$ cat src/rtl/sccb_pkg.sv
// Shared types and constants for the OV7670 SCCB configuration sequencer.
package sccb_pkg;

    typedef enum logic [3:0] {
        IDLE,
        FETCH,
        DECODE,
        ISSUE,
        WAIT_DONE,
        GAP,
        DELAY,
        RT_ISSUE,
        RT_WAIT
    } sccb_seq_state_e;

    localparam logic [15:0] SCCB_ROM_END   = 16'hFFFF;
    localparam logic [15:0] SCCB_ROM_DELAY = 16'hFFF0;
    localparam logic [7:0]  OV7670_WR_ADDR = 8'h42;

    typedef logic [23:0] sccb_word_t;

    // Builds the 3-byte write phase {device, register, data}.
    function automatic sccb_word_t sccb_make_word(input logic [7:0] dev,
                                                  input logic [7:0] reg_addr,
                                                  input logic [7:0] data);
        return {dev, reg_addr, data};
    endfunction

endpackage

$ cat src/rtl/sccb_tick_timer.sv
// Loadable 16-bit down-counter advanced by the SCCB bit-rate tick.
// One instance serves the inter-transaction gap, the delay marker and the
// per-attempt timeout, since only one of them is ever running.
module sccb_tick_timer (
    input  logic        clk,
    input  logic        reset_n,
    input  logic        tick,
    input  logic        load,
    input  logic [15:0] load_val,
    output logic        zero
);

    logic [15:0] cnt_q;
    logic [15:0] cnt_d;

    // Load wins over counting; the counter parks at zero instead of wrapping.
    always_comb begin
        cnt_d = cnt_q;
        if (load) begin
            cnt_d = load_val;
        end else if (tick && (cnt_q != 16'd0)) begin
            cnt_d = cnt_q - 16'd1;
        end
    end

    // Count register.
    always_ff @(posedge clk or negedge reset_n) begin
        if (!reset_n) begin
            cnt_q <= 16'd0;
        end else begin
            cnt_q <= cnt_d;
        end
    end

    assign zero = (cnt_q == 16'd0);

endmodule

$ cat src/rtl/sccb_cfg_sequencer.sv
// Walks the OV7670 register ROM and drives one SCCB write per entry, with
// retry/timeout handling, then arbitrates runtime single-register writes
// onto the same master. The ROM sequence always has priority.
module sccb_cfg_sequencer
    import sccb_pkg::*;
#(
    parameter logic [7:0] SLAVE_ADDR    = OV7670_WR_ADDR,
    parameter int         ROM_AW        = 8,
    parameter int         GAP_TICKS     = 100,
    parameter int         DELAY_TICKS   = 4000,
    parameter int         TIMEOUT_TICKS = 1023,
    parameter int         MAX_RETRY     = 3
) (
    input  logic              clk,
    input  logic              reset_n,
    input  logic              tick,
    input  logic              init_start,
    output logic [ROM_AW-1:0] rom_addr,
    input  logic [15:0]       rom_data,
    input  logic              rt_req,
    input  logic [7:0]        rt_reg_addr,
    input  logic [7:0]        rt_data,
    output logic              rt_ack,
    output logic              rt_fail,
    output logic              sccb_start,
    output logic [23:0]       sccb_data,
    input  logic              sccb_done,
    input  logic              sccb_nack,
    output logic              init_busy,
    output logic              init_done,
    output logic              err,
    output logic [ROM_AW-1:0] err_addr
);

    localparam logic [15:0]       GAP_LD     = 16'(GAP_TICKS);
    localparam logic [15:0]       DELAY_LD   = 16'(DELAY_TICKS);
    localparam logic [15:0]       TIMEOUT_LD = 16'(TIMEOUT_TICKS);
    localparam logic [7:0]        RETRY_MAX  = 8'(MAX_RETRY);
    localparam logic [ROM_AW-1:0] ROM_LAST   = '1;
    localparam logic [ROM_AW-1:0] ROM_ONE    = ROM_AW'(1);

    sccb_seq_state_e   state_q,     state_d;
    logic [ROM_AW-1:0] rom_addr_q,  rom_addr_d;
    logic [ROM_AW-1:0] err_addr_q,  err_addr_d;
    sccb_word_t        sccb_data_q, sccb_data_d;
    logic [7:0]        retry_q,     retry_d;
    logic              rt_mode_q,   rt_mode_d;
    logic              init_busy_q, init_busy_d;
    logic              init_done_q, init_done_d;
    logic              err_q,       err_d;
    logic              start_q,     start_d;
    logic              rt_ack_q,    rt_ack_d;
    logic              rt_fail_q,   rt_fail_d;

    logic              tmr_load;
    logic [15:0]       tmr_val;
    logic              tmr_zero;

    sccb_tick_timer u_timer (
        .clk      (clk),
        .reset_n  (reset_n),
        .tick     (tick),
        .load     (tmr_load),
        .load_val (tmr_val),
        .zero     (tmr_zero)
    );

    // Next-state and output decode. rt_mode remembers whether the current
    // transaction came from the runtime port so GAP knows where to return.
    always_comb begin
        state_d     = state_q;
        rom_addr_d  = rom_addr_q;
        err_addr_d  = err_addr_q;
        sccb_data_d = sccb_data_q;
        retry_d     = retry_q;
        rt_mode_d   = rt_mode_q;
        init_busy_d = init_busy_q;
        init_done_d = init_done_q;
        err_d       = err_q;
        start_d     = 1'b0;
        rt_ack_d    = 1'b0;
        rt_fail_d   = 1'b0;
        tmr_load    = 1'b0;
        tmr_val     = 16'd0;

        case (state_q)
            IDLE: begin
                if (init_start) begin
                    rom_addr_d  = '0;
                    init_busy_d = 1'b1;
                    init_done_d = 1'b0;
                    err_d       = 1'b0;
                    rt_mode_d   = 1'b0;
                    retry_d     = 8'd0;
                    state_d     = FETCH;
                end else if (rt_req) begin
                    rt_mode_d = 1'b1;
                    retry_d   = 8'd0;
                    state_d   = RT_ISSUE;
                end
            end

            FETCH: state_d = DECODE;

            DECODE: begin
                if (rom_data == SCCB_ROM_END) begin
                    init_done_d = 1'b1;
                    init_busy_d = 1'b0;
                    state_d     = IDLE;
                end else if (rom_data == SCCB_ROM_DELAY) begin
                    tmr_load = 1'b1;
                    tmr_val  = DELAY_LD;
                    state_d  = DELAY;
                end else begin
                    state_d = ISSUE;
                end
            end

            DELAY: begin
                if (tmr_zero) begin
                    rom_addr_d = rom_addr_q + ROM_ONE;
                    state_d    = FETCH;
                end
            end

            ISSUE: begin
                start_d     = 1'b1;
                sccb_data_d = sccb_make_word(SLAVE_ADDR, rom_data[15:8], rom_data[7:0]);
                tmr_load    = 1'b1;
                tmr_val     = TIMEOUT_LD;
                state_d     = WAIT_DONE;
            end

            WAIT_DONE: begin
                if (sccb_done && !sccb_nack) begin
                    retry_d = 8'd0;
                    if (rom_addr_q == ROM_LAST) begin
                        init_done_d = 1'b1;
                        init_busy_d = 1'b0;
                        state_d     = IDLE;
                    end else begin
                        rom_addr_d = rom_addr_q + ROM_ONE;
                        tmr_load   = 1'b1;
                        tmr_val    = GAP_LD;
                        state_d    = GAP;
                    end
                end else if (sccb_done || tmr_zero) begin
                    if (retry_q < RETRY_MAX) begin
                        retry_d  = retry_q + 8'd1;
                        tmr_load = 1'b1;
                        tmr_val  = GAP_LD;
                        state_d  = GAP;
                    end else begin
                        retry_d     = 8'd0;
                        err_d       = 1'b1;
                        err_addr_d  = rom_addr_q;
                        init_busy_d = 1'b0;
                        state_d     = IDLE;
                    end
                end
            end

            GAP: begin
                if (tmr_zero) begin
                    if (!rt_mode_q) begin
                        state_d = FETCH;
                    end else if (retry_q != 8'd0) begin
                        state_d = RT_ISSUE;
                    end else begin
                        state_d = IDLE;
                    end
                end
            end

            RT_ISSUE: begin
                start_d     = 1'b1;
                sccb_data_d = sccb_make_word(SLAVE_ADDR, rt_reg_addr, rt_data);
                tmr_load    = 1'b1;
                tmr_val     = TIMEOUT_LD;
                state_d     = RT_WAIT;
            end

            RT_WAIT: begin
                if (sccb_done && !sccb_nack) begin
                    retry_d  = 8'd0;
                    rt_ack_d = 1'b1;
                    tmr_load = 1'b1;
                    tmr_val  = GAP_LD;
                    state_d  = GAP;
                end else if (sccb_done || tmr_zero) begin
                    tmr_load = 1'b1;
                    tmr_val  = GAP_LD;
                    state_d  = GAP;
                    if (retry_q < RETRY_MAX) begin
                        retry_d = retry_q + 8'd1;
                    end else begin
                        retry_d   = 8'd0;
                        rt_ack_d  = 1'b1;
                        rt_fail_d = 1'b1;
                    end
                end
            end

            default: state_d = IDLE;
        endcase
    end

    // Single state/output register bank; every output comes straight from a flop.
    always_ff @(posedge clk or negedge reset_n) begin
        if (!reset_n) begin
            state_q     <= IDLE;
            rom_addr_q  <= '0;
            err_addr_q  <= '0;
            sccb_data_q <= '0;
            retry_q     <= 8'd0;
            rt_mode_q   <= 1'b0;
            init_busy_q <= 1'b0;
            init_done_q <= 1'b0;
            err_q       <= 1'b0;
            start_q     <= 1'b0;
            rt_ack_q    <= 1'b0;
            rt_fail_q   <= 1'b0;
        end else begin
            state_q     <= state_d;
            rom_addr_q  <= rom_addr_d;
            err_addr_q  <= err_addr_d;
            sccb_data_q <= sccb_data_d;
            retry_q     <= retry_d;
            rt_mode_q   <= rt_mode_d;
            init_busy_q <= init_busy_d;
            init_done_q <= init_done_d;
            err_q       <= err_d;
            start_q     <= start_d;
            rt_ack_q    <= rt_ack_d;
            rt_fail_q   <= rt_fail_d;
        end
    end

    assign rom_addr   = rom_addr_q;
    assign err_addr   = err_addr_q;
    assign sccb_data  = sccb_data_q;
    assign sccb_start = start_q;
    assign init_busy  = init_busy_q;
    assign init_done  = init_done_q;
    assign err        = err_q;
    assign rt_ack     = rt_ack_q;
    assign rt_fail    = rt_fail_q;

endmodule
$ cat config.mk
export PLATFORM = sky130hd
export DESIGN_NAME = sccb_cfg_sequencer
export DESIGN_NICKNAME = d
export VERILOG_FILES = /design/src/rtl/sccb_pkg.sv /design/src/rtl/sccb_tick_timer.sv /design/src/rtl/sccb_cfg_sequencer.sv
export SDC_FILE = /design/constraint.sdc
export NUM_CORES = 1
export LEC_CHECK = 0
export ABC_AREA = 1
export BUFFER_PORTS_ARGS = -buffer_cell sky130_fd_sc_hd__buf_2
export CAP_MARGIN = 20
export CORE_MARGIN = 5
export CORE_UTILIZATION = 49
export DETAILED_ROUTE_END_ITERATION = 16
export GPL_TIMING_DRIVEN = 0
export HOLD_SLACK_MARGIN = 0.08
export PLACE_DENSITY_LB_ADDON = 0.15
export RECOVER_POWER = 100
export SYNTH_ARGS = -nofsm -noshare
export SYNTH_HDL_FRONTEND = slang
export SYNTH_SLANG_ARGS = --single-unit
$ cat constraint.sdc
create_clock -name clk -period 1.9 [get_ports clk]
set_clock_uncertainty 0.15 [all_clocks]
set_input_delay 0.095 -clock clk [delete_from_list [all_inputs] [get_ports clk]]
set_output_delay 0.095 -clock clk [all_outputs]
set_load 0.02 [all_outputs]
==> impl_metrics.tcl <==
set metrics [dict create \
    start_util_pct 49.8 \
    portBuffers 78 \
    drc 0 \
    p_sw_share_pct 43.4 \
    setup_violations 0 \
    grt_max_degree 69 \
    cts_tree "yes" \
    combPwrFrac_pct 50.6 \
    fin_crit_ns 1.90 \
    worstPathArrival_ns 1.97 \
    reg2reg_depth 8 \
    tightest_slew_ns 0.869 \
    p_int_w 0.00402 \
    leakage_nw 2.91 \
    utilization_pct 72.0 \
    finalHoldViolCount 0 \
    setup.worst_path.start_class "flip-flop" \
    fin_hold_ws_ns 0.180 \
    grt_pass1_wl_mm 17.4 \
    synth.cell_area_um2 3800 \
    io_pins 85 \
    drt_wl_total_mm 11.2 \
    mostFrequentLayoutCells "138 x nand2_1, 77 x buf_2, 63 x dfrtp_1, 46 x nand3_1, 42 x inv_1" \
    grt_usage_pct 22.1 \
    vias 3893 \
    area_delta_synth_final_pct 44.7 \
    grt_pass1_vias 3711 \
    die_h_um 98.1 \
    path_class "reg -> reg" \
    wire_per_inst_um 14.7 \
    drtAntennaViolNets 0 \
    cts_max_level 3 \
    grt-ovfl-total 0 \
    dp_cells 674 \
    async_flop_share_pct 100 \
    critPathRequiredTime_ns 1.97 \
    dpl-instance-area_um2 4350 \
    cp_max_fo 6 \
    clk_latency_ns 0.34 \
    synth_cell_types 40 \
    worstHoldPathCells 6 \
    p_seq_share_pct 30.5 \
    fmax_mhz 527 \
    fp-row-count 32 \
    syn_area_per_cell_um2 7.78 \
    core_area_um2 7650 \
    dieArea_um2 9630 \
    min_path_type "in -> reg" \
    mostFrequentLayoutCell "nand2_1" \
    drv_cap 0 \
    design_power_total_w 0.00709 \
    routed_via_density 5.11 \
    drt-pass1-iter-count 5 \
    syn_inst 489 \
    fin_crit_sh_pct 99.8 \
    cts_max_path_buffers 2 \
    fillCellCount 583 \
    dp_hpwl_mm 6.79 \
    drive_gt1_share_pct 33.3 \
    path_clk_slew_ns 0.07 \
    seq_area_frac_synth_pct 44.7 \
    r2r_slack_ns 0.004 \
    powerDensity_nw_per_um2 1290 \
    drtIter0Drc 229 \
    netSwitchingPower_w 0.00308 \
    fin_area_um2 5500 \
    ir_drop_mv 0.834 \
    cts_buffers 9 \
    rsz0062_at_grt "yes" \
    relSlewSlack_pct 42.1 \
    antennaDiodeCount 0 \
    status "finished, final reports clean" \
    gp_routability_congestion 0.915 \
    antenna_found_initial 0 \
    drv_slew 0 \
    end_kind "flip-flop" \
    ys_seq_elements 68 \
    pwr-share-clk_pct 18.9 \
    layout.nets 699 \
    cts_root_buffer "clkbuf_8" \
    die_w_um 98.1 \
    synth_top_flop_cell "dfrtp_1" \
    layoutNonFillerInstCount 762 \
    yosysWarnings 0 \
    cts_sinks 68 \
    synth-edff-count 0 \
]
worst paths after layout:
path,start,endpoint
max in group asynchronous,reset_n,state_q[3]
min in group asynchronous,reset_n,sccb_data[13]
setup / recovery,u_timer.cnt_q[4],err_addr[2]
hold reg to reg,retry_q[2],retry_q[2]
setup reg to reg,u_timer.cnt_q[4],err_addr[2]
hold / removal,rt_req,state_q[2]
through the flow:
| step | TNS (ns) | setup WS, ns |
|---|---|---|
| global route | -2.03 | -0.138 |
| global placement | -1.00 | -0.0988 |
| CTS | 0 | 0.00115 |
| floorplan | 0 | 0.0310 |
| detailed placement | -1.79 | -0.127 |
| finish | 0 | 0.00380 |
metal layers:
layer / routed length (um) / up-vias / track usage (%)
met5: 0 / - / 0
met4: 340 / 0 / 7.67
met3: 511 / 35 / 4.14
met2: 5970 / 137 / 38.3
met1: 4410 / 1833 / 27.6
li1: - / 1888 / -
cells in the mapped netlist, types with 2 or more instances:
cell	number	share of area [%]
nand3_2	3	0.79
nand2_2	6	0.99
buf_4	9	1.8
nor2_4	2	0.59
a21oi_1	6	0.79
inv_1	48	4.7
nand3_1	52	6.8
o21ai_1	8	1.1
dfrtp_1	68	45
buf_6	2	0.59
nand2_1	145	14
xnor2_1	5	1.2
o21ai_0	18	2.4
o211ai_1	5	0.99
inv_2	6	0.59
or2_2	2	0.33
nor3_1	6	0.79
mux2_4	3	1.2
nor2_1	45	4.4
xor2_1	10	2.3
nor2_2	3	0.49
clkbuf_1	5	0.49
nand4_1	10	1.6
ha_1	5	1.6
mux2_2	2	0.59
critical path, cell delays in order, from the launching register on:
cell and delay, ns:
dfrtp_1 0.44, nor2_2 0.17, nand2_1 0.13, nor2_4 0.12, nand2_4 0.12, nand2_4 0.10
nand3_4 0.11, buf_8 0.15, mux2_4 0.29
what timing repair did:
action | in CTS | in global routing
pin swaps | 8 | 22
endpoints found under the hold margin | 88 | 1
hold buffers | 37 | 1
endpoints found under the setup margin | 32 | 49
setup buffers | 11 | 22
cloned | 0 | 2
resized for setup | 18 | 62
cells by family after synthesis:
family                     Yosys count  synth area share (%)
AOI/OAI and AO/OA                   44                  7.04
xor gates and xnor gates            15                  3.45
adders and majority gates            5                  1.64
buffers and inverters               71                  8.32
DFF                                 68                  44.7
muxes                                5                  1.78
other                                1                0.0986
and+or+nand+nor                    280                  32.9
power groups by stage:
stage               logic [W]  clock network (W)  registers, W
floorplan             0.00180                  0       0.00236
global placement      0.00271                  0       0.00214
detailed placement    0.00275                  0       0.00216
CTS                   0.00303            0.00137       0.00213
global route          0.00393            0.00145       0.00220
finish                0.00359            0.00134       0.00217
cell type report:
type	count	area (um2)	area share, %
sequential	68	1710	31.0
clock buffer	10	138	2.50
multi-input combinational	355	2040	37.1
clock inverter	6	87.6	1.59
timing repair buffer	150	1070	19.4
tap	102	128	2.32
buffer	17	131	2.39
inverter	54	203	3.68
state kept, by name, indices dropped and copies added, names as in the netlist, 4 cells and up:
name / flops
u_timer.cnt_q: 16
rom_addr: 8
retry_q: 8
state_q: 4
sccb_data: 17
err_addr: 8
No activity file was read; power rests on OpenSTA's default activity.
